<file path="src/rtl/ram_wr_pkg.sv">
// Shared widths and FSM encoding for the capture-to-RAM writer.
// Imported by ram_wr and trig_detect.
package ram_wr_pkg;

    localparam int SAMPLE_W = 12;
    localparam int ADDR_W   = 10;

    typedef enum logic [1:0] {
        ST_IDLE    = 2'd0,
        ST_ARMED   = 2'd1,
        ST_CAPTURE = 2'd2,
        ST_HOLD    = 2'd3
    } state_t;

endpackage

</file>
<file path="src/rtl/trig_detect.sv">
// Edge-crossing trigger comparator: purely combinational, unsigned compare.
// No hit is possible until a previous sample has been stored.
module trig_detect
    import ram_wr_pkg::*;
(
    input  logic                prev_vld,
    input  logic [SAMPLE_W-1:0] prev,
    input  logic [SAMPLE_W-1:0] cur,
    input  logic [SAMPLE_W-1:0] level,
    input  logic                trig_edge,
    output logic                hit
);

    logic rise_hit;
    logic fall_hit;

    assign rise_hit = (prev < level) && (cur >= level);
    assign fall_hit = (prev > level) && (cur <= level);
    assign hit      = prev_vld && (trig_edge ? fall_hit : rise_hit);

endmodule

</file>
<file path="src/rtl/ram_wr.sv">
// Triggered waveform capture: writes DEPTH samples into RAM starting at address 0,
// one registered write per accepted sample, then holds until the display's frame_end.
module ram_wr
    import ram_wr_pkg::*;
#(
    parameter int DEPTH        = 1024,
    parameter int AUTO_TIMEOUT = 65535
) (
    input  logic                clk,
    input  logic                rst,
    input  logic                cap_en,
    input  logic                auto_trig,
    input  logic                trig_edge,
    input  logic [SAMPLE_W-1:0] trig_level,
    input  logic [SAMPLE_W-1:0] sample_data,
    input  logic                sample_valid,
    input  logic                frame_end,
    output logic                ram_wr_en,
    output logic [ADDR_W-1:0]   ram_wr_addr,
    output logic [SAMPLE_W-1:0] ram_wr_data,
    output logic                busy,
    output logic                capture_done
);

    localparam int                CNT_W    = (AUTO_TIMEOUT < 1) ? 1 : $clog2(AUTO_TIMEOUT + 1);
    localparam logic [CNT_W-1:0]  TMO_MAX  = CNT_W'(AUTO_TIMEOUT);
    localparam logic [ADDR_W-1:0] LAST_ADR = ADDR_W'(DEPTH - 1);

    state_t              state;
    state_t              state_nxt;
    logic [ADDR_W-1:0]   wr_ptr;
    logic [ADDR_W-1:0]   cur_addr;
    logic [SAMPLE_W-1:0] prev;
    logic                prev_vld;
    logic [CNT_W-1:0]    tmo_cnt;
    logic                hit;
    logic                take;
    logic                arm_clr;
    logic                last;

    trig_detect u_trig (
        .prev_vld  (prev_vld),
        .prev      (prev),
        .cur       (sample_data),
        .level     (trig_level),
        .trig_edge (trig_edge),
        .hit       (hit)
    );

    // The triggering sample always lands at address 0; later samples follow wr_ptr.
    assign cur_addr = (state == ST_ARMED) ? '0 : wr_ptr;
    assign last     = (cur_addr == LAST_ADR);
    assign busy     = (state == ST_ARMED) || (state == ST_CAPTURE);

    always_ff @(posedge clk) begin
        if (rst) begin
            state <= ST_IDLE;
        end else begin
            state <= state_nxt;
        end
    end

    always_comb begin
        state_nxt = state;
        take      = 1'b0;
        arm_clr   = 1'b0;
        case (state)
            ST_IDLE: begin
                if (cap_en) begin
                    state_nxt = ST_ARMED;
                    arm_clr   = 1'b1;
                end
            end
            ST_ARMED: begin
                if (!cap_en) begin
                    state_nxt = ST_IDLE;
                end else if (sample_valid && (hit || (auto_trig && tmo_cnt == TMO_MAX))) begin
                    take      = 1'b1;
                    state_nxt = last ? ST_HOLD : ST_CAPTURE;
                end
            end
            ST_CAPTURE: begin
                if (sample_valid) begin
                    take = 1'b1;
                    if (last) begin
                        state_nxt = ST_HOLD;
                    end
                end
            end
            ST_HOLD: begin
                // capture_done high means the final write is on the bus this cycle;
                // a frame_end then belongs to the frame that is still being drawn.
                if (frame_end && !capture_done) begin
                    state_nxt = cap_en ? ST_ARMED : ST_IDLE;
                    arm_clr   = cap_en;
                end
            end
            default: state_nxt = ST_IDLE;
        endcase
    end

    always_ff @(posedge clk) begin
        if (rst) begin
            ram_wr_en    <= 1'b0;
            ram_wr_addr  <= '0;
            ram_wr_data  <= '0;
            capture_done <= 1'b0;
            wr_ptr       <= '0;
            prev         <= '0;
            prev_vld     <= 1'b0;
            tmo_cnt      <= '0;
        end else begin
            ram_wr_en    <= take;
            capture_done <= take && last;
            if (take) begin
                ram_wr_addr <= cur_addr;
                ram_wr_data <= sample_data;
                wr_ptr      <= cur_addr + 1'b1;
            end
            if (arm_clr) begin
                prev_vld <= 1'b0;
                tmo_cnt  <= '0;
            end else if (state == ST_ARMED && sample_valid) begin
                prev     <= sample_data;
                prev_vld <= 1'b1;
                if (tmo_cnt != TMO_MAX) begin
                    tmo_cnt <= tmo_cnt + 1'b1;
                end
            end
        end
    end

endmodule

</file>
<file path="config.mk">
export PLATFORM = sky130hd
export DESIGN_NAME = ram_wr
export DESIGN_NICKNAME = d
export VERILOG_FILES = /design/src/rtl/ram_wr_pkg.sv /design/src/rtl/trig_detect.sv /design/src/rtl/ram_wr.sv
export SDC_FILE = /design/constraint.sdc
export NUM_CORES = 1
export LEC_CHECK = 0
export CAP_MARGIN = 20
export CORE_ASPECT_RATIO = 0.8
export CORE_MARGIN = 2
export CORE_UTILIZATION = 45
export DETAILED_ROUTE_END_ITERATION = 10
export PLACE_DENSITY = 0.78
export SLEW_MARGIN = 10
export SYNTH_ARGS = -nofsm -noshare
export SYNTH_HDL_FRONTEND = slang
export SYNTH_HIERARCHICAL = 1
export SYNTH_SLANG_ARGS = --single-unit
</file>
<file path="constraint.sdc">
create_clock -name clk -period 2.9 [get_ports clk]
set_input_delay 0.87 -clock clk [delete_from_list [all_inputs] [get_ports clk]]
set_output_delay 0.87 -clock clk [all_outputs]
set_load 0.01 [all_outputs]
</file>
== After elaboration in Yosys (flattened, before gate mapping) ==
Index checks and enable logic that the tools add are counted.

* Register bits: 65
* Input port bits: 31
* Output and inout bits: 25
* Word-level logic and storage cells: 61

* $add $sub $neg: 2
* Magnitude comparators: 4
* Equality and inequality tests: 11
* Multiplexer cells: 18
* Bitwise gates (word level): 1
* Reductions and logical operators: 16

{| class="wikitable"
|+ Operators by type and width
! operator !! number
|-
| adder 16 x 1 -> 16 bit, second input constant || 1
|-
| equality test 16 bit, second input constant || 1
|-
| != test 16 bit, second input constant || 1
|-
| >= comparator 12 bit || 1
|-
| greater-than comparator 12 bit || 1
|-
| less-or-equal comparator 12 bit || 1
|-
| less-than comparator 12 bit || 1
|-
| two-way mux 2 bit || 6
|-
| adder 10 x 1 -> 10 bit, second input constant || 1
|-
| equality test 10 bit, second input constant || 1
|-
| two-way mux 10 bit || 1
|-
| logical AND 1 bit || 8
|-
| two-way mux 1 bit || 8
|-
| != test 2 bit, second input constant || 4
|-
| case mux 2 bit (4 select lines) || 1
|-
| AND reduction 5 bit || 1
|-
| equality test 2 bit, second input constant || 2
|-
| case mux 1 bit (2 select lines) || 2
|-
| AND reduction 2 bit || 2
|-
| != test 3 x 2 -> 1 bit, second input constant || 1
|-
| equality test 2 x 1 -> 1 bit, second input constant || 1
|-
| logical NOT 2 bit || 1
|-
| logical OR 1 bit || 2
|-
| OR reduction 2 bit || 1
|-
| 2 further kinds || 2
|}

== Logic depth before layout (Yosys ltp) ==
Gate-level depths: netlist (run 1).

* Depth in word-level cells: 10
* Gate-level depth with buffers: 12
* Gate-level depth less buffers: 12

== By module ==
The synthesis (run 1) kept the hierarchy.

{| class="wikitable"
|+ Modules (own cells, without submodules)
! module !! instances !! cells each !! area an instance (µm²) !! sequential area each (µm²)
|-
| ram_wr || 1 || 340 || 2,874.0 || 1,301.2
|-
| trig_detect || 1 || 75 || 618.1 || 0.0
|}

== Worst setup path before layout (run 1) ==
OpenSTA, ideal clock, no wires.

* Path kind: input port to flip-flop
* Start: input trig_level[5]
* End: register wr_ptr[6]
* Setup time: 0.078 ns
* Arrival: 3.005 ns
* Required time: 2.822 ns
* Slack: -0.183 ns
* Stages on the path: 11
* Path buffers: 1
* Cells stage by stage: inv_1 -> ha_1 -> a21o_1 -> a221o_1 -> a2bb2oi_1 -> a311o_1 -> o22ai_2 -> o31ai_2 -> clkbuf_1 -> nor2_1 -> nor3_1

* Longest elaborated chain between the ends: 9
* Elaborated cells on any way between the ends: 13
* Those cells by class: order compare: 4; mux: 4; reduce/logical: 5

{| class="wikitable"
|+ RTL lines
! what !! RTL line !! text
|-
| start: declaration || ram_wr.sv:14 || <nowiki>input logic [SAMPLE_W-1:0] trig_level,</nowiki>
|-
| less-than comparator 12 bit, or another cell as far along || trig_detect.sv:17 || <nowiki>assign rise_hit = (prev < level) && (cur >= level);</nowiki>
|-
| logical AND 1 bit (on tied branches) || trig_detect.sv:17, trig_detect.sv:18 ||
|-
| two-way mux 1 bit (*) || trig_detect.sv:19 || <nowiki>assign hit = prev_vld && (trig_edge ? fall_hit : rise_hit);</nowiki>
|-
| logical AND 1 bit (*) || trig_detect.sv:19 ||
|-
| via hit || ram_wr.sv:36 || <nowiki>logic hit;</nowiki>
|-
| logical OR 1 bit (*) || ram_wr.sv:77 || <nowiki>end else if (sample_valid && (hit || (auto_trig && tmo_cnt == TMO_MAX))) begin</nowiki>
|-
| logical AND 1 bit (*) || ram_wr.sv:77 ||
|-
| two-way mux 1 bit (*) || ram_wr.sv:77 ||
|-
| two-way mux 1 bit (*) || ram_wr.sv:75 || <nowiki>if (!cap_en) begin</nowiki>
|-
| case mux 1 bit (2 select lines) (*) || ram_wr.sv:67 || <nowiki>case (state)</nowiki>
|-
| end signal: assignment || ram_wr.sv:118 || <nowiki>wr_ptr <= cur_addr + 1'b1;</nowiki>
|-
| end: declaration || ram_wr.sv:31 || <nowiki>logic [ADDR_W-1:0] wr_ptr;</nowiki>
|}

Mark *: on every way through the listed nets, which the timed path passes. The rest lies on a longest branch.
A chain may end at the register's enable or synchronous reset.

== Worst setup path in the final report (run 1) ==
* Start: input trig_level[1]
* End: register state[0]

* Longest elaborated chain between the ends: 8
* Elaborated cells on any way between the ends: 12
* Those cells by class: order compare: 4; eq/ne: 1; mux: 1; reduce/logical: 6

{| class="wikitable"
|+ RTL lines
! what !! RTL line !! text
|-
| less-than comparator 12 bit, or another cell as far along || trig_detect.sv:17 ||
|-
| logical AND 1 bit (on tied branches) || trig_detect.sv:17, trig_detect.sv:18 ||
|-
| two-way mux 1 bit (*) || trig_detect.sv:19 ||
|-
| logical AND 1 bit (*) || trig_detect.sv:19 ||
|-
| via hit || ram_wr.sv:36 ||
|-
| logical OR 1 bit (*) || ram_wr.sv:77 ||
|-
| logical AND 1 bit (*) || ram_wr.sv:77 ||
|-
| != test 3 x 2 -> 1 bit (no line) (*) || - ||
|-
| AND reduction 5 bit (no line) (*) || - ||
|-
| end signal: assignment || ram_wr.sv:59 || <nowiki>state <= state_nxt;</nowiki>
|-
| end: declaration || ram_wr.sv:29 || <nowiki>state_t state;</nowiki>
|}

Marked as above.

==> summary.txt, run 1 <==
Run status
  – Outcome: complete, but fails checks
  – Failing checks: setup timing

Power and ir drop
  – Psw: slightly above 600 uW
  – Combinational power share: 0.157
  – Maximum vdd drop: approximately 0.00026 V
  – Pwr dens: 430 nW/um^2
  – Register share of total power: 0.406
  – Cell Int Power: about 1700 uW
  – Leakage: just over 0.002 uW
  – Clock share of power: 0.437
  – Net Sw Frac: 0.267

Timing
  – Slew margin rel.: 0.485
  – Fmax: 318 MHz
  – Crit share post-route: 1.09
  – Final Max Tran Viols: 0
  – Hold_ws: approximately 0.46 ns
  – RSZ-0062 raised after global routing: true
  – Total negative slack: -3.23 ns
  – Final critical-path required period: approximately 3.1 ns
  – Clock skew: roughly 0.009 ns
  – Final setup fails: 36
  – Setup ws final: -0.247 ns
  – Least-Margin Pin Slew: between 0.7 and 0.8 ns
  – Number of failing hold endpoints at the final stage: 0

Drt
  – Drt pass-1 iters: 5
  – WL final: 12.4 mm
  – DRT iter0 DRCs: roughly 360
  – Vias/cell: 6.00
  – Post-route ant nets: 0
  – Routed len/inst: 19.9 um
  – DR DRC count: 0
  – Detailed-route via count: ~3.7k

Layout
  – Fillers: between 400 and 500
  – Layout cells sized above 1: 0.305
  – Post-Layout Cell Count: 623
  – P&R area growth vs syn: 51.3%
  – Diode count: 0
  – Design area: approximately 5300 um^2
  – Multi-input gate area: between 2000 and 3000 um^2
  – Nets@finish: around 580
  – Sequential Area: around 1300 um^2

Yosys
  – Sequential share of the synthesized area: 0.373
  – Number of flops mapped to enable cells by yosys: 0
  – Synth Area in Simple Gates: 0.257
  – Yosys warns: 6
  – Post-synth net total: ~480
  – Post-synthesis mux area share: 0.0373
  – Syn avg cell area: between 8 and 9 um^2
  – Post-Syn Area: about 3500 um^2
  – Synth cell types: 55
  – Main synth FF type: dfxtp_1
  – Largest family of logic cells by synthesized area: simple AND/OR/NAND/NOR gates
  – Flop and latch count out of synthesis: 65
  – Post-Synth Adder-Cell Area: 0.111
  – Synth Instances: 415
  – Xor and xnor area share after synthesis: 0.0326
  – Ys async rst share: 0
  – Compound-Gate Fraction of Synth Area: 0.151

CTS
  – Worst skew pair latency: about 0.36 ns
  – Root buffer cell: clkbuf_8
  – Clock sink count: 65
  – H-tree levels: 3
  – Hold buffers post-CTS: 0
  – CTS tree: done
  – Clock Tree Buf Depth: 2
  – Clock slew at reported path FFs: ~0.07 ns
  – Num CTS Buffers: 9

Setup path
  – Startpoint types: input port
  – WS Path Type: input port to register
  – Crit path DAT: 3.45 ns
  – CP required: roughly 3.2 ns
  – Crit Path Max Fanout: 2
  – CP endpoint kind: register

Floorplan
  – Die Span Y: between 80 and 90 um
  – Die Area: roughly 8500 um^2
  – Core box area: roughly 7500 um^2
  – Die width: 102 um
  – Initial Util: 0.468
  – Row count: 28
  – IO Pins: 56

Place
  – Buffers added on ports: 55
  – Gpl congestion: between 0.8 and 0.9
  – Hpwl dp: approximately 6.4 mm
  – # placed instances: about 600
  – DP Area: around 4400 um^2

GRT
  – Vias in the first global route: between 3k and 4k
  – Grt ovf: 0
  – GRT Resource Usage Total: 0.263
  – Initial antenna violation count: 0
  – First-pass GRT wire length: 17.0 mm
  – Largest net degree at the start of global routing: 45

Worst hold path
  – Hold WC Path Type: register to register

Job
  – Max cap viols: 0
==> cells by family after synthesis <==
| family | Yosys count |
|---|---|
| compound gates | 83 |
| mux | 13 |
| xor+xnor | 13 |
| fa+ha+maj | 31 |
| simple gates | 175 |
| buf+inv | 35 |
| flops | 65 |
==> cell type report <==
| class | count | share of cell area |
|---|---|---|
| timing repair buffer | 100 | 0.183 |
| tap | 105 | 0.0249 |
| multi-input combinational | 315 | 0.478 |
| sequential | 65 | 0.246 |
| clock buffer | 10 | 0.0261 |
| clock inverter | 6 | 0.0218 |
| inverter | 22 | 0.0204 |
==> power by group through the flow <==
stage | Sequential [uW] | Combinational, uW | Clock (uW)
finish | 922 | 356 | 991
global placement | 937 | 274 | 0
floorplan | 935 | 159 | 0
global route | 923 | 377 | 1030
CTS | 919 | 308 | 986
detailed placement | 938 | 280 | 0
==> cells in the mapped netlist (all sizes together), types with 2 or more instances <==
| master | n | area [um^2] |
|---|---|---|
| dfxtp | 65 | 1300 |
| nand2 | 56 | 210 |
| nor2 | 41 | 154 |
| a21oi | 39 | 195 |
| ha | 31 | 388 |
| inv | 21 | 78.8 |
| nand3 | 19 | 95.1 |
| mux2i | 13 | 130 |
| xnor2 | 13 | 114 |
| o21ai | 12 | 60.1 |
| nand4 | 11 | 98.8 |
| clkbuf | 10 | 37.5 |
| nor3 | 10 | 50.1 |
| nor2b | 9 | 56.3 |
| nor4 | 7 | 65.1 |
| a31oi | 5 | 31.3 |
| and2 | 4 | 25.0 |
| a21o | 3 | 23.8 |
| and4 | 3 | 28.8 |
| buf | 3 | 15.0 |
| a211oi | 2 | 15.0 |
| and3 | 2 | 12.5 |
| nand2b | 2 | 12.5 |
| nor3b | 2 | 15.0 |
| nor4b | 2 | 17.5 |
| o211ai | 2 | 15.0 |
| o21a | 2 | 15.0 |
| o311a | 2 | 20.0 |
| o31ai | 2 | 20.0 |
| o41ai | 2 | 17.5 |
| or3 | 2 | 12.5 |
| or4 | 2 | 15.0 |
==> worst max-delay path: stages <==
cell,delay (ns)
buf_8,0.11
inv_8,0.06
ha_4,0.20
nor2b_4,0.12
o211ai_1,0.23
a211oi_2,0.17
or4_4,0.52
o22ai_4,0.18
buf_6,0.14
inv_1,0.03
o41a_1,0.13
o21a_1,0.24
o21ai_1,0.22
o311a_1,0.21
==> metrics by stage <==
| step | power [uW] | setup slack, ns | util |
|---|---|---|---|
| 4_1_cts | 2210 | -0.00351 | 0.675 |
| 5_1_grt | 2330 | -0.270 | 0.708 |
| 6_report | 2270 | -0.247 | 0.708 |
| 3_3_place_gp | 1210 | -0.756 | 0.591 |
| 3_5_place_dp | 1220 | -0.823 | 0.591 |
| 2_1_floorplan | 1090 | -0.0405 | - |
==> what timing repair did <==
action | CTS | global route
buffers inserted | 10 | 7
setup endpoints to repair | 36 | 36
cloned | 3 | 3
gates resized for setup | 113 | 57
pin swaps | 34 | 29
==> per-layer routing <==
| layer | share of wire | vias up | track usage |
|---|---|---|---|
| met5 | 0 | - | 0 |
| met4 | 0.047 | 0 | 0.107 |
| met3 | 0.083 | 58 | 0.0620 |
| met2 | 0.48 | 215 | 0.454 |
| met1 | 0.39 | 1788 | 0.317 |
| li1 | - | 1676 | - |
==> flip-flops by register name, summed over array words and instances, names as in the netlist, named ones only <==
name and cells:
capture_done 1, prev 12, ram_wr_addr 10, prev_vld 1, wr_ptr 10, ram_wr_en 1
state 1, ram_wr_data 12, tmo_cnt 16
==> cells in the final DEF, fill, tap and decap left out, types with 3 or more instances in the layout <==
master	count
a21oi_1	26
a21oi_2	12
a31oi_1	4
and2_1	3
buf_16	3
buf_2	8
buf_4	32
buf_6	7
bufinv_16	3
clkbuf_2	7
clkbuf_8	10
clkdlybuf4s15_1	3
clkdlybuf4s50_1	31
dfxtp_1	65
ha_1	11
ha_4	18
inv_1	10
inv_2	7
mux2i_1	13
nand2_1	52
nand2_2	3
nand3_1	14
nand3_2	5
nand4_1	9
nor2_1	39
nor2b_1	7
nor3_1	10
nor4_1	5
o21ai_0	6
o21ai_1	5
xnor2_1	13
==> path summary, 6_finish.rpt <==
check                                    start        endpoint  slack, ns  depth (start not counted)
worst min register to register  ram_wr_addr[9]  ram_wr_addr[9]       0.46                          2
worst max-delay path             trig_level[1]        state[0]      -0.25                         14
worst min-delay path            ram_wr_addr[9]  ram_wr_addr[9]       0.46                          2
worst max register to register         prev[1]        state[0]       0.03                         12
(Power assumes the default switching activity.)
==> inputs of run 2 (changes only) <==
- CORE_UTILIZATION: 45 -> 48
- PLACE_DENSITY: 0.78 -> 0.82
==> run 2 against run 1 <==
- the flow still finishes with violations (setup timing)
- via count is 3.6% lower
- worst setup slack better by 0.096 ns
- worst hold slack worse by 0.0034 ns
- fmax is 3.2% higher
- die area is 6.0% lower
- critical endpoint is now wr_ptr[3]
==> summary.txt, run 2 (synthesized netlist as in run 1, its figures left out) <==
Place
  – DP Area: 4400 um^2 (-0.11%)
  – Hpwl dp: 6.61 mm (+3.0%)
  – Pre-CTS WS: -0.912 ns (-0.0888 ns)
  – Buffers added on ports: 55 (unchanged)
  – # placed instances: 574 (-2.4%)
  – Gpl congestion: 0.920 (+4.8%)

Setup path
  – Worst r2r src: prev[1]
  – Critical Path Start: trig_level[1]
  – Startpoint types: input port
  – CP bufs+invs: 4 (unchanged)
  – Crit Path Max Fanout: 7 (+5)
  – Crit-path leading delay family: simple AND/OR/NAND/NOR gates
  – Slowest CP cell: or4_4
  – Crit path DAT: 3.34 ns (-0.11 ns)
  – CP endpoint kind: register
  – Levels on crit path: 13 (-1)
  – WS Path Type: input port to register
  – CP required: 3.19 ns (about the same)
  – Largest stage delay, worst path: 0.48 ns (-0.04 ns)
  – Worst-path cell chain: buf_8, inv_6, ha_4, nor2b_4, o211ai_1, a211oi_2, or4_1, o22ai_2, buf_6, o31ai_4, buf_12, or4_4, a21oi_2
  – Worst R2R Path Depth: 11 (-1)

CTS
  – Clock slew at reported path FFs: 0.08 ns (about the same)
  – Worst skew pair latency: 0.35 ns (about the same)
  – Clock Tree Buf Depth: 2 (unchanged)
  – Hold buffers post-CTS: 0 (unchanged)
  – CTS tree: done
  – Num CTS Buffers: 9 (unchanged)
  – Clock sink count: 65 (unchanged)
  – H-tree levels: 3 (unchanged)
  – Root buffer cell: clkbuf_8

Drt
  – Routed len/inst: 19.2 um (-3.1%)
  – Vias/cell: 5.96 (-0.72%)
  – Post-route ant nets: 0 (unchanged)
  – Detailed-route via count: 3603 (-3.6%)
  – DRT iter0 DRCs: 344 (-5.5%)
  – Drt pass-1 iters: 5 (unchanged)
  – WL final: 11.6 mm (-5.9%)
  – DR DRC count: 0 (unchanged)

Worst hold path
  – Hold WC Path Type: register to register
  – Worst min-delay path startpoint: ram_wr_data[6]
  – Worst hold path depth: 2 (unchanged)

Timing
  – Final setup fails: 23 (-36%)
  – Clock skew: 0.00683 ns (-0.00235 ns)
  – Fmax: 328 MHz (+3.2%)
  – RSZ-0062 raised after global routing: true
  – Crit share post-route: 1.05 (-0.0332)
  – Final critical-path required period: 3.05 ns (-0.0963 ns)
  – Slew margin rel.: 0.529 (+0.0444)
  – Total negative slack: -0.984 ns (+2.24 ns)
  – Setup ws final: -0.150 ns (+0.0963 ns)
  – Number of failing hold endpoints at the final stage: 0 (unchanged)
  – Final Max Tran Viols: 0 (unchanged)
  – Least-Margin Pin Slew: 0.700 ns (-0.0654 ns)

GRT
  – First-pass GRT wire length: 16.9 mm (-0.60%)
  – Largest net degree at the start of global routing: 45 (unchanged)
  – GRT Resource Usage Total: 0.272 (+0.00950)
  – Vias in the first global route: 3474 (-1.3%)
  – Grt ovf: 0 (unchanged)
  – Initial antenna violation count: 0 (unchanged)

Layout
  – Fillers: 461 (-7.6%)
  – Diode count: 0 (unchanged)
  – Most flops, register: tmo_cnt
  – Post-Layout Cell Count: 605 (-2.9%)
  – Sequential Area: 1300 um^2 (unchanged)
  – P&R area growth vs syn: 46.6%
  – Commonest non-fill, non-tap cell in the layout: dfxtp_1
  – Multi-input gate area: 2400 um^2 (-4.9%)
  – Layout cells sized above 1: 0.276 (-0.0290)
  – Top Registers: tmo_cnt: 16 flops, prev: 12 flops, ram_wr_data: 12 flops
  – Nets@finish: 575 (unchanged)
  – Commonest cells after routing, fill and taps aside: 65 x dfxtp_1, 54 x nand2_1, 41 x nor2_1
  – Design area: 5120 um^2 (-3.1%)
  – Largest register FFs: 16 (unchanged)

Floorplan
  – IO Pins: 56 (unchanged)
  – Die Area: 7980 um^2 (-6.0%)
  – Row count: 27 (-3.6%)
  – Die Span Y: 80.3 um (-3.0%)
  – Core box area: 6960 um^2 (-6.7%)
  – Initial Util: 0.502 (+0.0338)
  – Die width: 99.4 um (-3.1%)

Power and ir drop
  – Tot Pwr: 2260 uW (-0.30%)
  – Maximum vdd drop: 0.000412 V (+57%)
  – Leakage: 0.00197 uW (-2.3%)
  – Pwr dens: 442 nW/um^2 (+2.9%)

Run status
  – Failing checks: setup timing
  – Outcome: complete, but fails checks

Job
  – Max cap viols: 0 (unchanged)
run 2: cell types whose count changed in the layout (fill, tap and decap cells not counted), moves of 3 or more:
cell     change
o21ai_2      +3
a21oi_2      -6
nand3_2      -5
buf_6        +8
o21ai_1      -4
buf_2        -4
buf_16       -3
nand3_1      +5
a21oi_1      +6
run 2: where the power goes:
| group | leakage, uW | internal, uW | total [uW] | switching, uW |
|---|---|---|---|---|
| clock network | 0.000123 | 597 | 981 | 384 |
| logic | 0.00132 | 172 | 360 | 189 |
| registers | 0.000525 | 906 | 921 | 14.7 |
run 2: area by class of cell:
type                    count  area share
clock buffers              10      0.0269
clock inverters             6      0.0225
inverters                  22      0.0220
multi-input cells         315       0.469
flip-flops and latches     65       0.254
well taps                  87      0.0213
repair buffers            100       0.184
run 2: path summary, 6_finish.rpt:
check,to,slack [ns]
setup / recovery,wr_ptr[3],-0.15
hold / removal,ram_wr_data[6],0.46
setup reg to reg,wr_ptr[3],0.11
hold reg to reg,ram_wr_data[6],0.46
run 2: metrics by stage:
stage | util | hold WS, ns
final | 0.736 | 0.457
after global routing | 0.736 | 0.478
after CTS | 0.699 | 0.461
after detailed placement | 0.633 | 0.450
after global placement | 0.633 | 0.442
after floorplan | - | 0.463
run 2: metal layers:
metal | up-vias | routed length, um | part of all wire | track usage
li1 | 1678 | - | - | -
met2 | 179 | 5820 | 0.50 | 0.464
met4 | 0 | 270 | 0.023 | 0.110
met1 | 1715 | 4660 | 0.40 | 0.332
met3 | 31 | 896 | 0.077 | 0.0653
met5 | - | 0 | 0 | 0
run 2: tightest hold or removal path, cell delays in order (launching register included):
cell and delay (ns):
dfxtp_1 0.32, nand2_2 0.05, a21oi_1 0.04
run 2: timing repair:
action	4_1_cts	5_1_grt
setup buffers	5	8
pin swaps	30	26
endpoints found under the setup margin	36	36
gates cloned	3	1
gates resized for setup	101	70
==> inputs of run 3 (changes only) <==
- ABC_AREA: unset -> 0
==> results of run 3 <==
No change in the layout: final DEF, timing and power equal those of run 2.
